## config.mk

```make
export PLATFORM = sky130hd
export DESIGN_NAME = fu_request_arbiter
export DESIGN_NICKNAME = d
export VERILOG_FILES = /design/src/rtl/fu_pkg.sv /design/src/rtl/fu_rr_grant.sv /design/src/rtl/fu_request_arbiter.sv
export SDC_FILE = /design/constraint.sdc
export NUM_CORES = 1
export LEC_CHECK = 0
export ABC_CLOCK_PERIOD_IN_PS = 4400
export CAP_MARGIN = 15
export CELL_PAD_IN_SITES_DETAIL_PLACEMENT = 2
export CELL_PAD_IN_SITES_GLOBAL_PLACEMENT = 2
export CORE_ASPECT_RATIO = 0.9
export CORE_UTILIZATION = 23
export CTS_BUF_LIST = sky130_fd_sc_hd__clkbuf_2 sky130_fd_sc_hd__clkbuf_4 sky130_fd_sc_hd__clkbuf_8
export DETAILED_ROUTE_END_ITERATION = 10
export PLACE_DENSITY_LB_ADDON = 0.1
export SLEW_MARGIN = 0
export SYNTH_ARGS = -nofsm -noshare
export SYNTH_HDL_FRONTEND = slang
export SYNTH_SLANG_ARGS = --single-unit
```

## constraint.sdc

```tcl
create_clock -name CLK -period 4.4 [get_ports CLK]
set_input_delay 0.66 -clock CLK [delete_from_list [all_inputs] [get_ports CLK]]
set_output_delay 0.66 -clock CLK [all_outputs]
set_load 0.005 [all_outputs]
```

## src/rtl/fu_pkg.sv

```systemverilog
// Shared definitions for the function-unit request arbiter: FS codes,
// FS legality check, arbiter state encoding and response flag bit positions.
package fu_pkg;

  localparam logic [4:0] FS_MOVA  = 5'b00000;
  localparam logic [4:0] FS_ADD   = 5'b00010;
  localparam logic [4:0] FS_SUB   = 5'b00101;
  localparam logic [4:0] FS_MOVA2 = 5'b00111;
  localparam logic [4:0] FS_AND   = 5'b01000;
  localparam logic [4:0] FS_OR    = 5'b01010;
  localparam logic [4:0] FS_XOR   = 5'b01100;
  localparam logic [4:0] FS_NOT   = 5'b01110;
  localparam logic [4:0] FS_SHL   = 5'b10000;
  localparam logic [4:0] FS_SHR   = 5'b10001;

  // Bit positions inside rsp_flags = {Z,C,N,V}
  localparam int unsigned FLAG_Z = 3;
  localparam int unsigned FLAG_C = 2;
  localparam int unsigned FLAG_N = 1;
  localparam int unsigned FLAG_V = 0;

  typedef enum logic [1:0] {
    IDLE   = 2'd0,
    SETTLE = 2'd1,
    RESP   = 2'd2
  } arb_state_t;

  // True for every FS code the function unit implements.
  function automatic logic fs_legal(input logic [4:0] fs);
    case (fs)
      FS_MOVA, FS_ADD, FS_SUB, FS_MOVA2, FS_AND,
      FS_OR, FS_XOR, FS_NOT, FS_SHL, FS_SHR: fs_legal = 1'b1;
      default:                               fs_legal = 1'b0;
    endcase
  endfunction

endpackage

```

## src/rtl/fu_rr_grant.sv

```systemverilog
// Two-way round-robin grant: a lone requester wins, a tie goes to prio.
module fu_rr_grant (
  input  logic [1:0] req_valid,
  input  logic       prio,
  output logic       any,
  output logic       grant
);

  // Pick the winning port index from the valid vector and priority pointer.
  always_comb begin
    any   = |req_valid;
    grant = 1'b0;
    case (req_valid)
      2'b01:   grant = 1'b0;
      2'b10:   grant = 1'b1;
      2'b11:   grant = prio;
      default: grant = 1'b0;
    endcase
  end

endmodule

```

## src/rtl/fu_request_arbiter.sv

```systemverilog
// Shares one combinational function unit between two requesters. Winner's
// fields are registered onto fu_*, results are sampled after a settle delay
// and returned as a tagged response; one operation in flight at a time.
module fu_request_arbiter
  import fu_pkg::*;
#(
  parameter int unsigned DATA_W        = 32,
  parameter int unsigned SETTLE_CYCLES = 1
) (
  input  logic              CLK,
  input  logic              RESET,
  input  logic [1:0]        req_valid,
  output logic [1:0]        req_ready,
  input  logic [DATA_W-1:0] req0_a,
  input  logic [DATA_W-1:0] req0_b,
  input  logic [4:0]        req0_sh,
  input  logic [4:0]        req0_fs,
  input  logic [DATA_W-1:0] req1_a,
  input  logic [DATA_W-1:0] req1_b,
  input  logic [4:0]        req1_sh,
  input  logic [4:0]        req1_fs,
  output logic              fu_reset,
  output logic [DATA_W-1:0] fu_a,
  output logic [DATA_W-1:0] fu_b,
  output logic [4:0]        fu_sh,
  output logic [4:0]        fu_fs,
  input  logic [DATA_W-1:0] fu_f,
  input  logic              fu_z,
  input  logic              fu_c,
  input  logic              fu_n,
  input  logic              fu_v,
  output logic              rsp_valid,
  input  logic              rsp_ready,
  output logic              rsp_id,
  output logic [DATA_W-1:0] rsp_f,
  output logic [3:0]        rsp_flags,
  output logic              rsp_err
);

  localparam logic [3:0] CNT_LOAD = 4'(SETTLE_CYCLES - 1);

  arb_state_t        state;
  arb_state_t        state_next;
  logic              prio;
  logic [3:0]        cnt;
  logic              owner;
  logic              grant_any;
  logic              grant_idx;
  logic              accept;
  logic              sel_legal;
  logic [DATA_W-1:0] sel_a;
  logic [DATA_W-1:0] sel_b;
  logic [4:0]        sel_sh;
  logic [4:0]        sel_fs;

  fu_rr_grant u_grant (
    .req_valid (req_valid),
    .prio      (prio),
    .any       (grant_any),
    .grant     (grant_idx)
  );

  assign fu_reset  = RESET;
  assign rsp_valid = (state == RESP);

  // Route the winning port's fields and classify its FS code.
  always_comb begin
    sel_a     = grant_idx ? req1_a  : req0_a;
    sel_b     = grant_idx ? req1_b  : req0_b;
    sel_sh    = grant_idx ? req1_sh : req0_sh;
    sel_fs    = grant_idx ? req1_fs : req0_fs;
    sel_legal = fs_legal(sel_fs);
  end

  // Ready only to the winner and only while idle; accept is the handshake.
  always_comb begin
    req_ready = '0;
    if ((state == IDLE) && grant_any) begin
      req_ready[grant_idx] = 1'b1;
    end
    accept = |(req_valid & req_ready);
  end

  // Next-state logic.
  always_comb begin
    state_next = state;
    case (state)
      IDLE:    if (accept) state_next = sel_legal ? SETTLE : RESP;
      SETTLE:  if (cnt == '0) state_next = RESP;
      RESP:    if (rsp_ready) state_next = IDLE;
      default: state_next = IDLE;
    endcase
  end

  // State register.
  always_ff @(posedge CLK) begin
    if (RESET) begin
      state <= IDLE;
    end else begin
      state <= state_next;
    end
  end

  // Operand latch, settle counter, priority pointer and response capture.
  always_ff @(posedge CLK) begin
    if (RESET) begin
      prio      <= 1'b0;
      cnt       <= '0;
      owner     <= 1'b0;
      fu_a      <= '0;
      fu_b      <= '0;
      fu_sh     <= '0;
      fu_fs     <= '0;
      rsp_id    <= 1'b0;
      rsp_f     <= '0;
      rsp_flags <= '0;
      rsp_err   <= 1'b0;
    end else begin
      case (state)
        IDLE: begin
          if (accept) begin
            prio  <= ~grant_idx;
            owner <= grant_idx;
            if (sel_legal) begin
              fu_a  <= sel_a;
              fu_b  <= sel_b;
              fu_sh <= sel_sh;
              fu_fs <= sel_fs;
              cnt   <= CNT_LOAD;
            end else begin
              rsp_err   <= 1'b1;
              rsp_f     <= '0;
              rsp_flags <= '0;
              rsp_id    <= grant_idx;
            end
          end
        end
        SETTLE: begin
          if (cnt != '0) begin
            cnt <= cnt - 4'd1;
          end else begin
            rsp_f             <= fu_f;
            rsp_flags[FLAG_Z] <= fu_z;
            rsp_flags[FLAG_C] <= fu_c;
            rsp_flags[FLAG_N] <= fu_n;
            rsp_flags[FLAG_V] <= fu_v;
            rsp_err           <= 1'b0;
            rsp_id            <= owner;
          end
        end
        default: ;
      endcase
    end
  end

endmodule

```

==> reports/metrics.csv, run 1 <==
stage,metric,value,unit
finish,drive_gt1_frac,0.1029,
synthesis,synth_commonest_cells,"nand2_1 (151), dfxtp_1 (120), a311oi_1 (74)",
global_routing,grt_pass1_vias,6475,
sta,fin_ws,1.358,ns
finish,n_fill_cell,2409,
finish,area.sequential,2402,um^2
placed_design,io_buffers,304,
synthesis,syn_area,5230,um^2
detailed_routing,drc_errors,0,
clock_network,clock_path_buffers,2,
setup_path,ff2ff_setup_slack,2.09,ns
floorplan,core,21950,um^2
global_routing,grt_busiest_layer,met2,
global_routing,gr-usage-met2,0.3552,
finish,diodes,0,
setup_path,path_class,in2out,
sta,timing.hold.ws,0.4801,ns
clock_network,ctsHoldBuffers,0,
global_routing,grt_first_pass_wirelength,37780,um
global_routing,grt_util_all_layers,0.2068,
floorplan,fp-row-count,51,
clock_network,clock_latency,0.46,ns
sta,min_period_over_period,0.6913,
synthesis,synthFlopType,dfxtp_1,
clock_network,cts-root-buf,clkbuf_8,
sta,min_period,3.042,ns
min_path,worstHoldPathType,reg2reg,
setup_path,worst-path-max-fanout,24,
global_routing,grt_max_degree,75,
sta,slew_viol_final,0,
power_and_ir_drop,powerDensity,371.3,nW/um^2
sta,timing.fmax,328.8,MHz
synthesis,synth_cell_types,45,
detailed_routing,wl,24270,um
synthesis,yosys_warnings,0,
power_and_ir_drop,finalPower,3.273,mW
setup_path,r2r_cells,6,
global_routing,grt_overflow,0,
setup_path,start_kind,input pin,
placed_design,place_congestion,0.7252,
sta,setup_violations,0,
power_and_ir_drop,p_leak,3.272,nW
floorplan,die_y,145.1,um
synthesis,synth_edf_count,0,
global_routing,use_met3,0.07061,
finish,multi_input_comb_area,2505,um^2
finish,final_nets,1043,
global_routing,grt_antenna_before_repair,0,
setup_path,r2r_end,fu_b[0]$_SDFFE_PP0P_,
clock_network,clkTransAtPathRegs,0.08,ns
min_path,min_path_cells,2,
finish,area_delta_synth_final,68.54,%
floorplan,initial_core_util,0.2383,
placed_design,post-place-ws,1.263,ns
synthesis,yosysMostFrequentCell,nand2_1,
synthesis,syn_area_per_cell,8.956,um^2
min_path,hp-start,rsp_id$_SDFFE_PP0P_,
synthesis,seq_area_frac_synth,0.4593,
sta,rsz0062_at_grt,false,
detailed_routing,wl_per_cell,21.00,um
global_routing,use_met1,0.2408,
synthesis,synthTopCellsByArea,"dfxtp_1 (46%), a311oi_1 (12%), nand2_1 (11%)",
placed_design,place_area,8441,um^2
synthesis,syn_nets,775,
clock_network,post-cts-setup-buffers,0,
job,maxCapViolCount,0,
sta,setup_tns,0,ns
setup_path,crit_arrival,2.38,ns
synthesis,yosys_register_bits,120,
setup_path,timing.rr.start,prio$_SDFFE_PP0P_,
sta,skew,0.01749,ns
synthesis,async_flop_share,0,
sta,tightest_slew,0.8783,ns
synthesis,synth.largest_area_cell,dfxtp_1,
min_path,min_to,rsp_id$_SDFFE_PP0P_,
detailed_routing,drt_iter0_drc,189,
outcome,status,completed,
clock_network,cts.repair.resized,0,
clock_network,htreeDepth,4,
detailed_routing,drt_pass1_iterations,4,
finish,fin_area,8815,um^2
floorplan,boundaryPins,305,
placed_design,detailed_place_hpwl,16610,um
setup_path,worst_setup_path_end_kind,primary output,
clock_network,cts_buffers,17,
power_and_ir_drop,ir_drop,228.0,uV
sta,hold_violations,0,
clock_network,clock-sinks,120,
detailed_routing,ant_nets,0,
detailed_routing,dr_total_vias,5937,
detailed_routing,via_per_inst,5.136,
setup_path,required,3.74,ns
synthesis,syn-instance-count,584,
sta,slew_headroom,0.4145,
floorplan,die-area,23350,um^2
floorplan,die_x,161.0,um
clock_network,cts_tree,built,
synthesis,synth_top_area_frac,0.4593,
==> worst max path at each step <==
| stage | start | to | slack, ns | cells past startpoint |
|---|---|---|---|---|
| 2_1_floorplan | req0_fs[2] | rsp_id$_SDFFE_PP0P_ | 2.07 | 6 |
| 3_3_place_gp | req_valid[0] | fu_b[7]$_SDFFE_PP0P_ | 1.37 | 7 |
| 3_5_place_dp | req_valid[1] | fu_b[0]$_SDFFE_PP0P_ | 1.26 | 6 |
| 4_1_cts | req_valid[0] | req_ready[0] | 1.34 | 5 |
| 5_1_grt | req_valid[0] | req_ready[1] | 1.25 | 5 |
| 6_report | req_valid[0] | req_ready[0] | 1.36 | 5 |
==> power by group <==
part	switching, mW	total [mW]	leakage [nW]	internal, mW
clock network	0.528	0.984	0.192	0.456
logic	0.482	1.01	2.10	0.523
registers	0.0737	1.28	0.982	1.21
==> critical path, stage by stage <==
cell and delay (ns):
clkdlybuf4s50_1 0.55, nand2b_4 0.08, and2_2 0.38, nor2_1 0.18, clkdlybuf4s50_1 0.54
==> stage by stage <==
step                        util  std cells
after detailed placement  0.3845       1124
final                     0.4016       1156
after global placement    0.3845       1124
after global routing      0.4016       1156
after CTS                 0.4016       1156
after floorplan                -        584
==> metal layers <==
layer	wire, um	share of wire	vias up
li1	-	-	2770
met1	10110	0.42	2945
met2	11940	0.49	192
met3	1803	0.074	30
met4	426	0.018	0
met5	0	0	-
==> registers in the layout, summed over array words and instances (netlist names) <==
signal	cells
fu_fs	5
rsp_id	1
fu_sh	5
owner	1
rsp_err	1
fu_a	32
fu_b	32
rsp_flags	4
prio	1
rsp_f	32
state	2
cnt	4
==> final cells by class <==
| type | instances | area share |
|---|---|---|
| repair buffers | 318 | 0.3583 |
| multi-input cells | 392 | 0.2842 |
| inverters | 3 | 0.001278 |
| well taps | 291 | 0.04131 |
| clock buffers | 17 | 0.02654 |
| clock inverters | 15 | 0.01590 |
| flip-flops and latches | 120 | 0.2725 |
==> kinds of logic after synthesis <==
family,count (synthesis),share of synthesized area
buffers and inverters,72,0.06340
xor gates and xnor gates,4,0.006700
AOI/OAI and AO/OA,200,0.3134
adders and majority gates,2,0.004784
and+or+nand+nor,184,0.1483
DFF,120,0.4593
muxes,2,0.004067
==> cell usage in the layout, fill, tap and decap left out, types with 3 or more instances in the layout <==
master	n
clkdlybuf4s50_1	303
nand2_1	151
dfxtp_1	120
a311oi_1	74
a31oi_1	73
a32o_2	29
clkbuf_8	17
buf_4	14
nor2_1	11
a32o_1	7
inv_6	6
nor3_1	5
nor2b_1	4
clkinv_4	4
inv_1	3
o21ai_0	3
a21oi_1	3
clkinv_2	3
Note: power is estimated with default switching activity, not from simulation.
==> inputs of run 2 (changes only) <==
Settings changed: ABC_CLOCK_PERIOD_IN_PS 4400 to 3000, CORE_UTILIZATION 23 to 21.
Clock period 4.4 ns to 3 ns, I/O delays scaled along.
==> run 2 against run 1 <==
Against the previous run:
- combinational power is 50% higher
- highest routed layer unchanged
- largest cell class unchanged
- die area is 9.4% higher
- final cell count is 1.8% higher
- critical path depth stayed put
- critical endpoint is now req_ready[1]
- critical path type unchanged
- largest power group unchanged
==> reports/metrics.csv, run 2 (synthesized netlist as in run 1, its figures left out) <==
stage,metric,value,unit
finish,drive_gt1_frac,0.1070,
finish,stdcell_count,1177,
sta,setup_tns,0,ns
clock_network,clock_latency,0.45,ns
detailed_routing,wl_per_cell,20.60,um
setup_path,max_stage_delay,0.62,ns
outcome,status,completed,
sta,timing.fmax,393.8,MHz
floorplan,fp-row-count,54,
global_routing,grt_overflow,0,
clock_network,cts_buffers,17,
global_routing,grt_busiest_layer,met2,
detailed_routing,wl,24250,um
placed_design,post-place-ws,0.2222,ns
clock_network,clock_path_buffers,2,
detailed_routing,via_per_inst,5.021,
global_routing,grt_util_all_layers,0.1869,
sta,hold_violations,0,
global_routing,grt_first_pass_wirelength,36940,um
detailed_routing,dr_total_vias,5910,
global_routing,use_met1,0.2171,
setup_path,critPathBufInv,2,
global_routing,gr-usage-met2,0.3322,
placed_design,io_buffers,304,
clock_network,post-cts-setup-buffers,0,
global_routing,grt_pass1_vias,6558,
sta,fin_ws,0.4605,ns
setup_path,worst_path_most_repeated_cell,clkdlybuf4s50_1,
sta,skew,0.01614,ns
detailed_routing,drc_errors,0,
setup_path,start_kind,input pin,
floorplan,core,24320,um^2
finish,multi_input_comb_area,2505,um^2
finish,final_common_cell,clkdlybuf4s50_1,
job,maxCapViolCount,0,
placed_design,place_congestion,0.7462,
detailed_routing,ant_nets,0,
finish,n_fill_cell,2685,
global_routing,grt_antenna_before_repair,0,
setup_path,cp_slowest_cell,clkdlybuf4s50_1,
floorplan,die_y,151.7,um
power_and_ir_drop,powerDensity,569.3,nW/um^2
finish,final_util,0.3690,
clock_network,clock-sinks,120,
power_and_ir_drop,finalPower,5.110,mW
clock_network,cts.repair.resized,0,
finish,largestRegisters,"fu_a: 32 flops, fu_b: 32 flops, rsp_f: 32 flops",
clock_network,htreeDepth,4,
clock_network,cts-root-buf,clkbuf_8,
floorplan,die-area,25540,um^2
setup_path,required,2.55,ns
finish,mostFrequentLayoutCells,"clkdlybuf4s50_1 (303), nand2_1 (151), dfxtp_1 (120)",
sta,slew_headroom,0.5271,
sta,rsz0062_at_grt,false,
floorplan,boundaryPins,305,
power_and_ir_drop,p_leak,3.334,nW
floorplan,die_x,168.4,um
sta,setup_violations,0,
setup_path,path_class,in2out,
finish,area.sequential,2402,um^2
setup_path,crit_family,buffers and inverters,
setup_path,crit_arrival,2.09,ns
sta,min_period_over_period,0.8465,
floorplan,initial_core_util,0.2150,
finish,area_delta_synth_final,71.63,%
global_routing,use_met3,0.05506,
power_and_ir_drop,ir_drop,291.0,uV
sta,tightest_slew,0.7093,ns
min_path,worstHoldPathType,reg2reg,
setup_path,worst_setup_path_end_kind,primary output,
finish,final_nets,1047,
setup_path,worst-path-max-fanout,3,
detailed_routing,drt_iter0_drc,241,
global_routing,grt_max_degree,61,
clock_network,cts_tree,built,
detailed_routing,drt_pass1_iterations,4,
sta,slew_viol_final,0,
setup_path,crit_chain,"clkdlybuf4s50_1, nand2b_4, nand2_2, nor3_1, clkdlybuf4s50_1",
finish,diodes,0,
sta,min_period,2.540,ns
placed_design,dp_cells,1145,
clock_network,ctsHoldBuffers,0,
clock_network,clkTransAtPathRegs,0.08,ns
placed_design,detailed_place_hpwl,16800,um
-- run 2: changes by cell type in the layout (fill, tap and decap cells not counted), sizes merged --
cell,change
clkinvlp,+1
clkinv,-5
buf,+4
bufinv,+3
inv,+1
-- run 2: final timing paths --
check	start	slack (ns)	end	cells past startpoint
setup / recovery	req_valid[0]	0.46	req_ready[1]	5
hold / removal	rsp_id$_SDFFE_PP0P_	0.47	rsp_id$_SDFFE_PP0P_	2
setup reg to reg	cnt[0]$_SDFFE_PP0P_	0.93	rsp_f[12]$_SDFFE_PP0P_	8
hold reg to reg	rsp_id$_SDFFE_PP0P_	0.47	rsp_id$_SDFFE_PP0P_	2
-- run 2: layout make-up --
cell class	count	area share
sequential	120	0.2676
clock buffer	17	0.02607
multi-input combinational	392	0.2791
inverter	3	0.001255
clock inverter	15	0.02398
tap	308	0.04293
timing repair buffer	322	0.3591
-- run 2: per-stage QoR --
| step | cell area, um^2 | hold slack [ns] |
|---|---|---|
| floorplan | 5230 | 0.4549 |
| global placement | 8527 | 0.4509 |
| detailed placement | 8527 | 0.4646 |
| CTS | 8976 | 0.4827 |
| global route | 8976 | 0.4964 |
| finish | 8976 | 0.4706 |
-- run 2: metal layers --
metal / part of all wire / up-vias
met4: 0.013 / 0
li1: - / 2768
met3: 0.067 / 23
met2: 0.50 / 193
met5: 0 / -
met1: 0.42 / 2926
-- run 2: worst register-to-register path: stages, from the launching register on --
cell and delay (ns):
dfxtp_1 0.34, inv_1 0.09, ha_1 0.15, nor3b_1 0.26, or2b_2 0.36, nand2_1 0.16, o41ai_4 0.12, buf_12 0.19
a32o_2 0.31
-- run 2: power breakdown --
| group | internal [mW] | switching (mW) |
|---|---|---|
| sequential | 1.77 | 0.106 |
| combinational | 0.797 | 0.718 |
| clock | 0.930 | 0.785 |
| total | 3.50 | 1.61 |
==> inputs of run 3 (changes only) <==
Settings changed: ABC_CLOCK_PERIOD_IN_PS 3000 to 2550.
Clock period 3 ns to 2.55 ns, I/O delays scaled along.
==> run 3 against run 2 <==
Against the previous run:
- largest cell class unchanged
- sequential power grew 18%
- final cell count rose by 0.76%
- flip-flop and latch count stayed put
- highest routed layer unchanged
- utilization up 0.54 points
- count of clock-buffer cells in the layout is the same
==> reports/metrics.csv, run 3 (synthesized netlist as in run 1, its figures left out) <==
stage,metric,value,unit
min_path,hp-start,RESET,
min_path,min_to,rsp_err$_SDFFE_PP0P_,
detailed_routing,drt_iter0_drc,230,
setup_path,r2r_cells,8,
setup_path,timing.rr.start,cnt[0]$_SDFFE_PP0P_,
clock_network,ctsHoldBuffers,0,
finish,mostFrequentLayoutCells,"clkdlybuf4s50_1 (303), nand2_1 (151), dfxtp_1 (120)",
detailed_routing,wl_per_cell,20.32,um
finish,final_nets,1056,
finish,largestRegisters,"fu_a: 32 flops, fu_b: 32 flops, rsp_f: 32 flops",
global_routing,grt_max_degree,59,
detailed_routing,dr_total_vias,5898,
finish,final_util,0.3744,
floorplan,die-area,25540,um^2
finish,n_fill_cell,2645,
power_and_ir_drop,powerDensity,670.7,nW/um^2
sta,rsz0062_at_grt,false,
clock_network,htreeDepth,4,
sta,slew_headroom,0.5296,
detailed_routing,via_per_inst,4.973,
power_and_ir_drop,p_leak,3.408,nW
sta,hold_violations,0,
global_routing,grt_first_pass_wirelength,36870,um
min_path,min_path_cells,3,
global_routing,grt_overflow,0,
clock_network,clkTransAtPathRegs,0.08,ns
floorplan,die_y,151.7,um
finish,stdcell_count,1186,
detailed_routing,wl,24110,um
sta,setup_tns,0,ns
sta,skew,0.01375,ns
setup_path,crit_arrival,2.03,ns
detailed_routing,drt_pass1_iterations,4,
power_and_ir_drop,power_frac_seq,0.362,
power_and_ir_drop,ir_drop,282.4,uV
power_and_ir_drop,p_clk_frac,0.338,
clock_network,clock_latency,0.45,ns
detailed_routing,ant_nets,0,
setup_path,worst_setup_path_end_kind,primary output,
finish,area_delta_synth_final,74.14,%
setup_path,r2r_end,rsp_flags[1]$_SDFFE_PP0P_,
global_routing,grt_antenna_before_repair,0,
clock_network,clock_path_buffers,2,
power_and_ir_drop,comb_power_share,0.300,
sta,slew_viol_final,0,
detailed_routing,drc_errors,0,
floorplan,initial_core_util,0.2150,
placed_design,detailed_place_hpwl,16850,um
global_routing,grt_pass1_vias,6563,
finish,diodes,0,
floorplan,fp-row-count,54,
setup_path,ff2ff_setup_slack,0.54,ns
placed_design,place_congestion,0.7473,
clock_network,cts.repair.resized,0,
finish,drive_gt1_frac,0.1162,
clock_network,cts_buffers,17,
sta,min_period,2.410,ns
outcome,status,completed,
placed_design,dp_cells,1154,
placed_design,io_buffers,304,
power_and_ir_drop,switching_share,0.3151,
power_and_ir_drop,p_sw,1.925,mW
setup_path,required,2.17,ns
clock_network,post-cts-setup-buffers,0,
sta,min_period_over_period,0.9453,
clock_network,cts_tree,built,
setup_path,path_class,in2out,
job,maxCapViolCount,0,
floorplan,die_x,168.4,um
clock_network,clock-sinks,120,
sta,timing.fmax,414.9,MHz
floorplan,boundaryPins,305,
clock_network,cts-root-buf,clkbuf_8,
finish,final_common_cell,clkdlybuf4s50_1,
setup_path,start_kind,input pin,
global_routing,grt_util_all_layers,0.1870,
sta,tightest_slew,0.7056,ns
min_path,worstHoldPathType,in2reg,
power_and_ir_drop,p_int,4.183,mW
floorplan,core,24320,um^2
sta,setup_violations,0,
setup_path,worst-path-max-fanout,6,
-- run 3: power by group through the flow --
stage               sequential [mW]  clock, mW  combinational [mW]
global placement               2.24          0                1.80
finish                         2.21       2.07                1.83
detailed placement             2.26          0                1.85
global route                   2.24       2.23                1.99
floorplan                      2.25          0               0.757
CTS                            2.22       2.15                1.86
-- run 3: metrics by stage --
stage / worst slack, ns / power, mW / cell area (um^2) / hold slack [ns]
3_3_place_gp: 0.02245 / 4.045 / 8645 / 0.4511
3_5_place_dp: -0.05544 / 4.107 / 8645 / 0.4763
2_1_floorplan: 0.4983 / 3.008 / 5230 / 0.4549
4_1_cts: 0.1333 / 6.226 / 9107 / 0.3605
5_1_grt: 0.05902 / 6.459 / 9107 / 0.3646
6_report: 0.1395 / 6.108 / 9107 / 0.3824
-- run 3: worst max path at each step --
stage                 start                    end  slack (ns)  cells after the start
2_1_floorplan    req0_fs[2]    rsp_id$_SDFFE_PP0P_        0.50                      6
3_3_place_gp     req0_fs[2]   fu_a[3]$_SDFFE_PP0P_        0.02                      7
3_5_place_dp     req0_fs[2]  fu_a[14]$_SDFFE_PP0P_       -0.06                      8
4_1_cts        req_valid[0]           req_ready[1]        0.13                      5
5_1_grt        req_valid[0]           req_ready[1]        0.06                      5
6_report       req_valid[0]           req_ready[1]        0.14                      5
-- run 3: final cells by class --
class,instances,area (um^2),share of cell area
clock buffer,17,234.0,0.02569
clock inverter,15,229.0,0.02514
inverter,3,11.26,0.001236
multi-input combinational,392,2505,0.2750
sequential,120,2402,0.2638
tap,308,385.4,0.04231
timing repair buffer,331,3341,0.3668
-- run 3: layer usage --
layer  share of wire  up-vias  GRT usage
met5               0        -          0
met4           0.020        0    0.06636
met3           0.068       26    0.05948
met2            0.49      199     0.3191
met1            0.42     2887     0.2214
li1                -     2786          -
-- run 3: critical path: stages --
cell,delay (ns)
clkdlybuf4s50_1,0.51
nand2b_4,0.14
nand2_2,0.11
nor3_1,0.28
clkdlybuf4s50_1,0.60
